**src/rtl/risc_pkg.sv**
```systemverilog
// Shared encodings, IR field positions and enums for the RISC execution core.
package risc_pkg;

  localparam int OPC_MSB = 15;
  localparam int OPC_LSB = 13;
  localparam int OP_MSB  = 12;
  localparam int OP_LSB  = 11;
  localparam int RN_MSB  = 10;
  localparam int RN_LSB  = 8;
  localparam int RD_MSB  = 7;
  localparam int RD_LSB  = 5;
  localparam int SH_MSB  = 4;
  localparam int SH_LSB  = 3;
  localparam int RM_MSB  = 2;
  localparam int RM_LSB  = 0;
  localparam int IMM_MSB = 7;
  localparam int IMM_LSB = 0;

  localparam logic [2:0] OPC_MOV = 3'b110;
  localparam logic [2:0] OPC_ALU = 3'b101;

  localparam logic [1:0] OP_MOVR = 2'b00;
  localparam logic [1:0] OP_MOVI = 2'b10;
  localparam logic [1:0] OP_ADD  = 2'b00;
  localparam logic [1:0] OP_CMP  = 2'b01;
  localparam logic [1:0] OP_AND  = 2'b10;
  localparam logic [1:0] OP_MVN  = 2'b11;

  typedef enum logic [1:0] {
    SH_NONE = 2'b00,
    SH_LSL  = 2'b01,
    SH_LSR  = 2'b10,
    SH_ASR  = 2'b11
  } shift_e;

  typedef enum logic [2:0] {
    ST_WAIT,
    ST_DECODE,
    ST_GET_A,
    ST_GET_B,
    ST_EXEC,
    ST_WRITE,
    ST_WRITE_IMM
  } state_e;

endpackage

```
**src/rtl/regfile_p.sv**
```systemverilog
// NREG x WIDTH register file: one synchronous write port, one combinational read port.
module regfile_p #(
  parameter int WIDTH = 16,
  parameter int NREG  = 8
) (
  input  logic             clk,
  input  logic             reset,
  input  logic             we_i,
  input  logic [2:0]       waddr_i,
  input  logic [WIDTH-1:0] wdata_i,
  input  logic [2:0]       raddr_i,
  output logic [WIDTH-1:0] rdata_o
);

  logic [WIDTH-1:0] mem_q [NREG];

  always_ff @(posedge clk) begin
    if (!reset) begin
      for (int unsigned i = 0; i < NREG; i++) mem_q[i] <= '0;
    end else if (we_i && (32'(waddr_i) < NREG)) begin
      mem_q[waddr_i] <= wdata_i;
    end
  end

  always_comb begin
    rdata_o = '0;
    if (32'(raddr_i) < NREG) rdata_o = mem_q[raddr_i];
  end

endmodule

```
**src/rtl/risc_exec_core.sv**
```systemverilog
// Multi-cycle RISC execution core: WAIT/DECODE/GET_A/GET_B/EXEC/WRITE/WRITE_IMM sequencer.
module risc_exec_core
  import risc_pkg::*;
#(
  parameter int WIDTH = 16,
  parameter int NREG  = 8
) (
  input  logic             clk,
  input  logic             reset,
  input  logic             s,
  input  logic             load,
  input  logic [15:0]      in,
  output logic [WIDTH-1:0] out,
  output logic             N,
  output logic             V,
  output logic             Z,
  output logic             Cy,
  output logic             w,
  output logic             ill
);

  state_e           state_q, state_d;
  logic [15:0]      ir_q;
  logic [15:0]      xr_q;
  logic [WIDTH-1:0] a_q, b_q, out_q;
  logic             n_q, v_q, z_q, c_q, ill_q;

  logic [2:0]       opc, rn, rd, rm;
  logic [1:0]       op, sh;
  logic             legal, is_imm, is_cmp;
  logic [WIDTH-1:0] shb, res, imm_x, rf_rdata, rf_wdata;
  logic [2:0]       rf_raddr, rf_waddr;
  logic             rf_we;

  function automatic logic idx_ok(input logic [2:0] r);
    return 32'(r) < NREG;
  endfunction

  // Decode works on xr_q, a copy taken at start, so a load on the start edge cannot disturb it.
  assign opc   = xr_q[OPC_MSB:OPC_LSB];
  assign op    = xr_q[OP_MSB:OP_LSB];
  assign rn    = xr_q[RN_MSB:RN_LSB];
  assign rd    = xr_q[RD_MSB:RD_LSB];
  assign sh    = xr_q[SH_MSB:SH_LSB];
  assign rm    = xr_q[RM_MSB:RM_LSB];
  assign imm_x = WIDTH'($signed(xr_q[IMM_MSB:IMM_LSB]));

  always_comb begin
    legal  = 1'b0;
    is_imm = 1'b0;
    is_cmp = 1'b0;
    if (opc == OPC_MOV && op == OP_MOVI) begin
      legal  = idx_ok(rn);
      is_imm = 1'b1;
    end else if (opc == OPC_MOV && op == OP_MOVR) begin
      legal = idx_ok(rd) && idx_ok(rm);
    end else if (opc == OPC_ALU) begin
      case (op)
        OP_ADD, OP_AND: legal = idx_ok(rn) && idx_ok(rd) && idx_ok(rm);
        OP_MVN:         legal = idx_ok(rd) && idx_ok(rm);
        default: begin
          legal  = idx_ok(rn) && idx_ok(rm);
          is_cmp = 1'b1;
        end
      endcase
    end
  end

  always_comb begin
    shb = b_q;
    case (shift_e'(sh))
      SH_LSL:  shb = {b_q[WIDTH-2:0], 1'b0};
      SH_LSR:  shb = {1'b0, b_q[WIDTH-1:1]};
      SH_ASR:  shb = {b_q[WIDTH-1], b_q[WIDTH-1:1]};
      default: shb = b_q;
    endcase
  end

  always_comb begin
    res = shb;
    if (opc == OPC_ALU) begin
      case (op)
        OP_ADD:  res = a_q + shb;
        OP_CMP:  res = a_q - shb;
        OP_AND:  res = a_q & shb;
        default: res = ~shb;
      endcase
    end
  end

  // State register
  always_ff @(posedge clk) begin
    if (!reset) state_q <= ST_WAIT;
    else        state_q <= state_d;
  end

  // Next-state logic
  always_comb begin
    state_d = state_q;
    case (state_q)
      ST_WAIT:      if (s) state_d = ST_DECODE;
      ST_DECODE: begin
        if (!legal)      state_d = ST_WAIT;
        else if (is_imm) state_d = ST_WRITE_IMM;
        else             state_d = ST_GET_A;
      end
      ST_GET_A:     state_d = ST_GET_B;
      ST_GET_B:     state_d = ST_EXEC;
      ST_EXEC:      state_d = is_cmp ? ST_WAIT : ST_WRITE;
      ST_WRITE:     state_d = ST_WAIT;
      ST_WRITE_IMM: state_d = ST_WAIT;
      default:      state_d = ST_WAIT;
    endcase
  end

  // Output / control logic
  always_comb begin
    w        = (state_q == ST_WAIT);
    rf_raddr = (state_q == ST_GET_B) ? rm : rn;
    rf_we    = (state_q == ST_WRITE) || (state_q == ST_WRITE_IMM);
    rf_waddr = (state_q == ST_WRITE_IMM) ? rn : rd;
    rf_wdata = (state_q == ST_WRITE_IMM) ? imm_x : out_q;
  end

  always_ff @(posedge clk) begin
    if (!reset) begin
      ir_q  <= '0;
      xr_q  <= '0;
      a_q   <= '0;
      b_q   <= '0;
      out_q <= '0;
      n_q   <= 1'b0;
      v_q   <= 1'b0;
      z_q   <= 1'b0;
      c_q   <= 1'b0;
      ill_q <= 1'b0;
    end else begin
      if (state_q == ST_WAIT) begin
        if (load) ir_q <= in;
        if (s) begin
          xr_q  <= ir_q;
          ill_q <= 1'b0;
        end
      end
      if (state_q == ST_DECODE && !legal) ill_q <= 1'b1;
      if (state_q == ST_GET_A) a_q <= rf_rdata;
      if (state_q == ST_GET_B) b_q <= rf_rdata;
      if (state_q == ST_EXEC) begin
        out_q <= res;
        if (is_cmp) begin
          n_q <= res[WIDTH-1];
          z_q <= (res == '0);
          c_q <= (a_q >= shb);
          v_q <= (a_q[WIDTH-1] ^ shb[WIDTH-1]) & (res[WIDTH-1] ^ a_q[WIDTH-1]);
        end
      end
    end
  end

  regfile_p #(.WIDTH(WIDTH), .NREG(NREG)) u_rf (
    .clk     (clk),
    .reset   (reset),
    .we_i    (rf_we),
    .waddr_i (rf_waddr),
    .wdata_i (rf_wdata),
    .raddr_i (rf_raddr),
    .rdata_o (rf_rdata)
  );

  assign out = out_q;
  assign N   = n_q;
  assign V   = v_q;
  assign Z   = z_q;
  assign Cy  = c_q;
  assign ill = ill_q;

endmodule

```
**config.mk**
```make
export PLATFORM = sky130hd
export DESIGN_NAME = risc_exec_core
export DESIGN_NICKNAME = d
export VERILOG_FILES = /design/src/rtl/risc_pkg.sv /design/src/rtl/regfile_p.sv /design/src/rtl/risc_exec_core.sv
export SDC_FILE = /design/constraint.sdc
export NUM_CORES = 1
export LEC_CHECK = 0
export BUFFER_PORTS_ARGS = -buffer_cell sky130_fd_sc_hd__buf_2
export CORE_MARGIN = 4
export CORE_UTILIZATION = 40
export CTS_CLUSTER_DIAMETER = 150
export DETAILED_ROUTE_END_ITERATION = 16
export PLACE_DENSITY = 0.55
export SLEW_MARGIN = 15
export SYNTH_ARGS = -nofsm -noshare
export SYNTH_HDL_FRONTEND = slang
export SYNTH_SLANG_ARGS = --single-unit
export TNS_END_PERCENT = 100
```
**constraint.sdc**
```tcl
create_clock -name clk -period 4.3 [get_ports clk]
set_input_delay 0.215 -clock clk [delete_from_list [all_inputs] [get_ports clk]]
set_output_delay 0.215 -clock clk [all_outputs]
set_load 0.05 [all_outputs]
```
==> results of run 1 <==
==> layout make-up <==
type / count / area, sq um / area share (%)
inverter: 40 / 150 / 1.15
clock inverter: 9 / 51.3 / 0.392
timing repair buffer: 82 / 578 / 4.41
multi-input combinational: 828 / 5520 / 42.1
tap: 384 / 480 / 3.67
clock buffer: 35 / 717 / 5.47
sequential: 216 / 5610 / 42.8
==> metal layers <==
metal | routed length [um] | vias to the layer above
li1 | - | 4269
met1 | 14400 | 4294
met2 | 15000 | 197
met3 | 1270 | 30
met4 | 434 | 0
met5 | 0 | -
==> power breakdown <==
group | leakage, uW | internal, uW | switching, uW | total [uW]
clock | 0.000391 | 1160 | 807 | 1970
sequential | 0.00203 | 2240 | 25.1 | 2270
combinational | 0.00240 | 78.6 | 127 | 205
total | 0.00482 | 3480 | 959 | 4440
==> Yosys cell counts (all sizes together), types with 5 or more instances <==
cell / count
clkbuf: 56
mux2i: 47
a21oi: 90
nand3: 14
xnor2: 6
mux4: 34
inv: 40
nor3: 19
o31ai: 7
o211ai: 6
ha: 37
dfxtp: 88
nand2b: 17
and3: 7
nor2b: 6
xor2: 5
edfxtp: 128
nand2: 127
nor4: 5
a21o: 5
nor2: 217
buf: 23
a2111oi: 6
or3: 8
o21ai: 28
a211oi: 50
or2: 6
==> critical path, cell delays in order (launching register included) <==
cell and delay [ns]:
dfxtp_1 0.70, mux2i_4 0.43, inv_1 0.07, ha_1 0.31
a21o_1 0.23, and4_1 0.25, o31ai_1 0.53, a2111oi_0 0.21
nor3_1 0.46, o211ai_1 0.19, nor4b_2 0.32, nand4_1 0.14
nand2_1 0.10
==> through the flow <==
stage	instance area (sq um)	setup slack [ns]	power [uW]	util, %	hold WS, ns
final	13100	0.307	4440	45.8	0.0473
after global routing	13100	0.00542	4580	45.8	0.0729
after CTS	13100	0.382	4490	45.8	0.0254
after detailed placement	12200	0.416	2510	42.5	0.448
after global placement	12200	0.445	2500	42.5	0.443
after floorplan	11600	0.834	2440	-	0.337
==> how the worst max path moves through the flow <==
stage                       start  end  slack (ns)  depth (start not counted)
after floorplan           xr_q[4]    N        0.83                         16
after global placement    xr_q[4]    Z        0.45                         12
after detailed placement  xr_q[4]    Z        0.42                         12
after CTS                 xr_q[4]    Z        0.38                         12
after global routing      xr_q[4]    Z       0.005                         14
final                     xr_q[4]    Z        0.31                         12
==> registers in the layout, indices dropped and copies added, names as in the netlist, 3 cells and up <==
signal      count
a_q            16
b_q            16
ir_q           16
out            16
state_q         3
u_rf.mem_q    128
xr_q           16
==> kinds of logic (layout without fill, tap and decap cells) <==
family                   count (synthesis)  in the layout  synth area share, %
XOR/XNOR                                11             11                0.833
adder cells (fa/ha/maj)                 39             39                 4.35
AND/OR/NAND/NOR                        453            453                 17.2
AO/OA/AOI/OAI                          241            241                 13.9
flip-flops                             216            216                 48.4
multiplexers                            84             84                 11.1
buffers and inverters                  119            166                 4.13
==> what timing repair did <==
item / CTS / global route
endpoints found under the hold margin: 16 / 0
endpoints found under the setup margin: 0 / 0
hold buffers: 16 / 0
==> flow_summary.yaml, run 1 <==
yosys:
  yosys_warnings: 0
  ys_async_sr_fraction_pct: 0
  synth_seq_area_share_pct: 48.4
  synth_largest_area_cell: "edfxtp_1"
  synth_seq_cells: 216
  synthTopCellsByArea: "edfxtp_1 33%, dfxtp_1 15%, nor2_1 7.0%"
  syn_area_per_cell_sq_um: 9.95
  synth.distinct_cells: 76
  synth-main-ff-cell: "edfxtp_1"
  netlist_area_sq_um: 11600
  synthCells: 1163
  yosysTopAreaCellShare_pct: 33.2
  synth_fp_nets: 1222
  synth-edff-count: 128
layout:
  nNetsFinal: 1251
  fillerInstances: 2748
  drive_gt1_share_pct: 13.8
  layout_common_cells: "216 x nor2_1, 128 x edfxtp_1, 127 x nand2_1"
  diodes: 0
  syn_to_final_growth_pct: 13.2
  final_common_cell: "nor2_1"
  finalNonFillerCells: 1594
worst_hold_path:
  hp-class: "primary input to register"
  hold_start: "s"
  holdPathStages: 4
  min_to: "ill"
route:
  drc: 0
  ant_nets: 0
  vias_per_cell: 5.51
  drtPass1Iterations: 6
  vias: 8790
  wirelength_mm: 31.1
  drtIter0Drc: 718
  wl_per_cell_um: 19.5
global_route:
  track_usage_pct: 19.7
  grt_pass1_vias: 8629
  antenna_found_initial: 0
  grt_pass1_wl_mm: 49.2
  use_met2_pct: 33.7
  grt.overflow.total: 0
  grt_use_met3_pct: 2.03
  grt.busiest_layer: "met2"
  use_met1_pct: 27.8
  grt_max_degree: 84
job:
  maxCapViolations: 0
critical_path:
  r2r_cells: 12
  reg2reg_to: "Z"
  startpoint_type: "register"
  path_class: "register to register"
  critPathCaptureType: "register"
  r2r_start: "xr_q[4]"
  regToRegSetupSlack_ns: 0.31
  crit_path_max_fanout: 16
  cp.required_ns: 4.75
  cp_data_arrival_time_ns: 4.44
sta:
  rsz0062_at_grt: "false"
  finalHoldViolations: 0
  slew_viol_final: 0
  post-route-period-util_pct: 92.9
  slew-limit-headroom_pct: 35.5
  tns_ns: 0
  tightest_slew_ns: 0.940
  finalSetupViolCount: 0
  fin_worst_skew_ns: 0.0121
  clock.fmax_ghz: 0.250
  period_minus_slack_ns: 3.99
die:
  num_rows: 62
  die_w_um: 178
  core_area_sq_um: 28600
  die-area_sq_um: 31700
  initial_core_util_pct: 40.4
  boundaryPins: 42
  die_h_um: 178
clock_network:
  clock-sinks: 216
  cts_setup_buffers: 0
  clk_pin_slew_ns: 0.06
  clk_latency_ns: 0.51
  cts_resized: 0
  ctsHtreeMaxLevel: 1
  tritoncts: "done"
  cts_buffer_depth: 3
  cts_buffers: 24
  cts_root_buf: "clkbuf_16"
placement:
  io_buffers: 41
  place.gp.congestion: 0.897
  dp_hpwl_mm: 21.4
  place_inst: 1534
outcome:
  outcome: "finished clean"
power_and_ir_drop:
  power_per_cell_area_nw_per_um2: 339
  power_leakage_uw: 0.00482
  irDropWorstVdd_v: 0.000309
Power figures use the tool's default switching activity.
==> run 2, diff against run 1 <==
CAP_MARGIN = 20   (was default)
PLACE_DENSITY = 0.54   (was 0.55)
SYNTH_HIERARCHICAL = 1   (was default)
==> flow_summary.yaml, run 2 <==
outcome:
  outcome: "finished clean"
placement:
  io_buffers: 41
  place.gp.congestion: 0.937
  dp_slack_ns: 0.188
  dp_hpwl_mm: 23.6
yosys:
  synth.distinct_cells: 81
  synth_seq_area_share_pct: 46.5
  synth-main-ff-cell: "edfxtp_1"
  synth_seq_cells: 216
  netlist_area_sq_um: 12100
  yosysTopAreaCellShare_pct: 31.9
  syn_area_per_cell_sq_um: 10.0
  synthTopCellsByArea: "edfxtp_1 32%, dfxtp_1 15%, nand2_1 6.7%"
  synth_fp_nets: 1263
  synth_largest_area_cell: "edfxtp_1"
  yosys-top-cells-count: "214 x nand2_1, 140 x nor3_1, 128 x edfxtp_1, 88 x dfxtp_1, 71 x clkbuf_1"
  ys_async_sr_fraction_pct: 0
  synth-edff-count: 128
  synth.most_common_cell: "nand2_1"
  yosys_warnings: 6
  synthCells: 1204
layout:
  seq_area_sq_um: 5610
  nNetsFinal: 1293
  multiInputGateArea_sq_um: 5880
  layout_common_cells: "213 x nand2_1, 140 x nor3_1, 128 x edfxtp_1"
  regMostFlops: "u_rf/mem_q"
  syn_to_final_growth_pct: 13.2
  final_common_cell: "nand2_1"
  drive_gt1_share_pct: 14.1
  fillerInstances: 2861
  diodes: 0
  largest_reg_flops: 128
  finish.utilization_pct: 45.9
clock_network:
  cts_setup_buffers: 0
  cts_root_buf: "clkbuf_16"
  clk_pin_slew_ns: 0.06
  cts_buffer_depth: 3
  ctsHtreeMaxLevel: 1
  clock-sinks: 216
  tritoncts: "done"
  cts_buffers: 25
  clk_latency_ns: 0.54
sta:
  setup_slack_ns: 0.317
  finalSetupViolCount: 0
  fin_worst_skew_ns: 0.0162
  period_minus_slack_ns: 3.98
  clock.fmax_ghz: 0.251
  tightest_slew_ns: 0.889
  slew_viol_final: 0
  tns_ns: 0
  finalHoldViolations: 0
  post-route-period-util_pct: 92.6
  rsz0062_at_grt: "false"
  slew-limit-headroom_pct: 40.6
die:
  die_h_um: 182
  num_rows: 63
  initial_core_util_pct: 40.5
  boundaryPins: 42
  die_w_um: 182
  die-area_sq_um: 33000
  core_area_sq_um: 29700
global_route:
  grt_pass1_vias: 9114
  grt_max_degree: 83
  track_usage_pct: 20.3
  grt.overflow.total: 0
  antenna_found_initial: 0
  grt_pass1_wl_mm: 53.5
power_and_ir_drop:
  irDropWorstVdd_v: 0.000311
  power_per_cell_area_nw_per_um2: 334
  power_leakage_uw: 0.00494
critical_path:
  crit_family: "compound AO/OA/AOI/OAI gates"
  regToRegSetupSlack_ns: 0.32
  slowest_stage: "dfxtp_2"
  path_class: "register to register"
  crit_path_frequent_cell: "a21oi_1"
  cp.required_ns: 4.77
  startpoint: "xr_q[3]"
  startpoint_type: "register"
  cp_data_arrival_time_ns: 4.45
  critPathCaptureType: "register"
  r2r_start: "xr_q[3]"
  crit_path_max_fanout: 11
  path_buf_inv: 2
  path_cells: "buf_4, mux2i_1, nor2_1, a21oi_1, inv_1, ha_1, a21oi_1, o21ai_1, a2111oi_4, nor2_2, a221o_1, a21o_1, nor4_2, nand4b_1, nor4_1, a31o_1"
  max_stage_delay_ns: 0.45
route:
  drtPass1Iterations: 5
  drtIter0Drc: 700
  vias_per_cell: 5.68
  drc: 0
  wl_per_cell_um: 20.5
  vias: 9333
  wirelength_mm: 33.7
  ant_nets: 0
worst_hold_path:
  hold_start: "s"
  hp-class: "primary input to register"
job:
  maxCapViolations: 0
==> run 2: power breakdown <==
part	switching, uW	leakage [uW]	internal (uW)
sequential	24.1	0.00203	2240
clock	838	0.000400	1220
combinational	142	0.00251	93.1
==> run 2: worst register-to-register path: stages, from the launching register on <==
cell and delay [ns]:
dfxtp_2 0.45, buf_4 0.25, mux2i_1 0.21, nor2_1 0.06
a21oi_1 0.23, inv_1 0.13, ha_1 0.34, a21oi_1 0.27
o21ai_1 0.16, a2111oi_4 0.40, nor2_2 0.09, a221o_1 0.32
a21o_1 0.21, nor4_2 0.24, nand4b_1 0.16, nor4_1 0.28
a31o_1 0.13
==> run 2: layout make-up <==
class	instances	area share, %
inverters	47	1.29
repair buffers	97	4.97
well taps	390	3.58
multi-input cells	847	43.1
flip-flops and latches	216	41.1
clock buffers	33	5.18
clock inverters	13	0.743
==> run 2: logic make-up (layout without fill, tap and decap cells) <==
kind of cell	Yosys count	count (layout)	share of synthesized area, %
and+or+nand+nor	478	478	18.2
AOI/OAI and AO/OA	233	233	13.6
DFF	216	216	46.5
buffers and inverters	141	190	5.08
muxes	80	80	11.3
adders and majority gates	39	39	4.17
xor gates and xnor gates	17	17	1.24
==> run 2: final timing paths <==
check	endpoint	cells after the start
hold / removal	ill	5
setup / recovery	Z	16
setup reg to reg	Z	16
hold reg to reg	V	2
==> run 2: routing by layer <==
| metal | GRT usage [%] | vias to the layer above | wire [um] |
|---|---|---|---|
| met5 | 0 | - | 0 |
| met4 | 4.92 | 0 | 820 |
| met3 | 2.52 | 60 | 1330 |
| met2 | 33.3 | 219 | 15700 |
| met1 | 28.7 | 4621 | 15800 |
| li1 | - | 4433 | - |
==> run 2: timing repair <==
| item | 4_1_cts | 5_1_grt |
|---|---|---|
| hold endpoints to repair | 16 | 0 |
| setup endpoints to repair | 0 | 2 |
| gates resized for setup | 0 | 2 |
| hold buffers | 16 | 0 |
==> run 2: metrics by stage <==
step / instance area (sq um) / instances / total power (uW) / hold slack (ns)
finish: 13600 / 1643 / 4560 / 0.111
global route: 13600 / 1643 / 4720 / 0.166
CTS: 13600 / 1643 / 4610 / 0.0950
detailed placement: 12700 / 1581 / 2530 / 0.438
global placement: 12700 / 1581 / 2530 / 0.436
floorplan: 12100 / 1204 / 2450 / 0.360
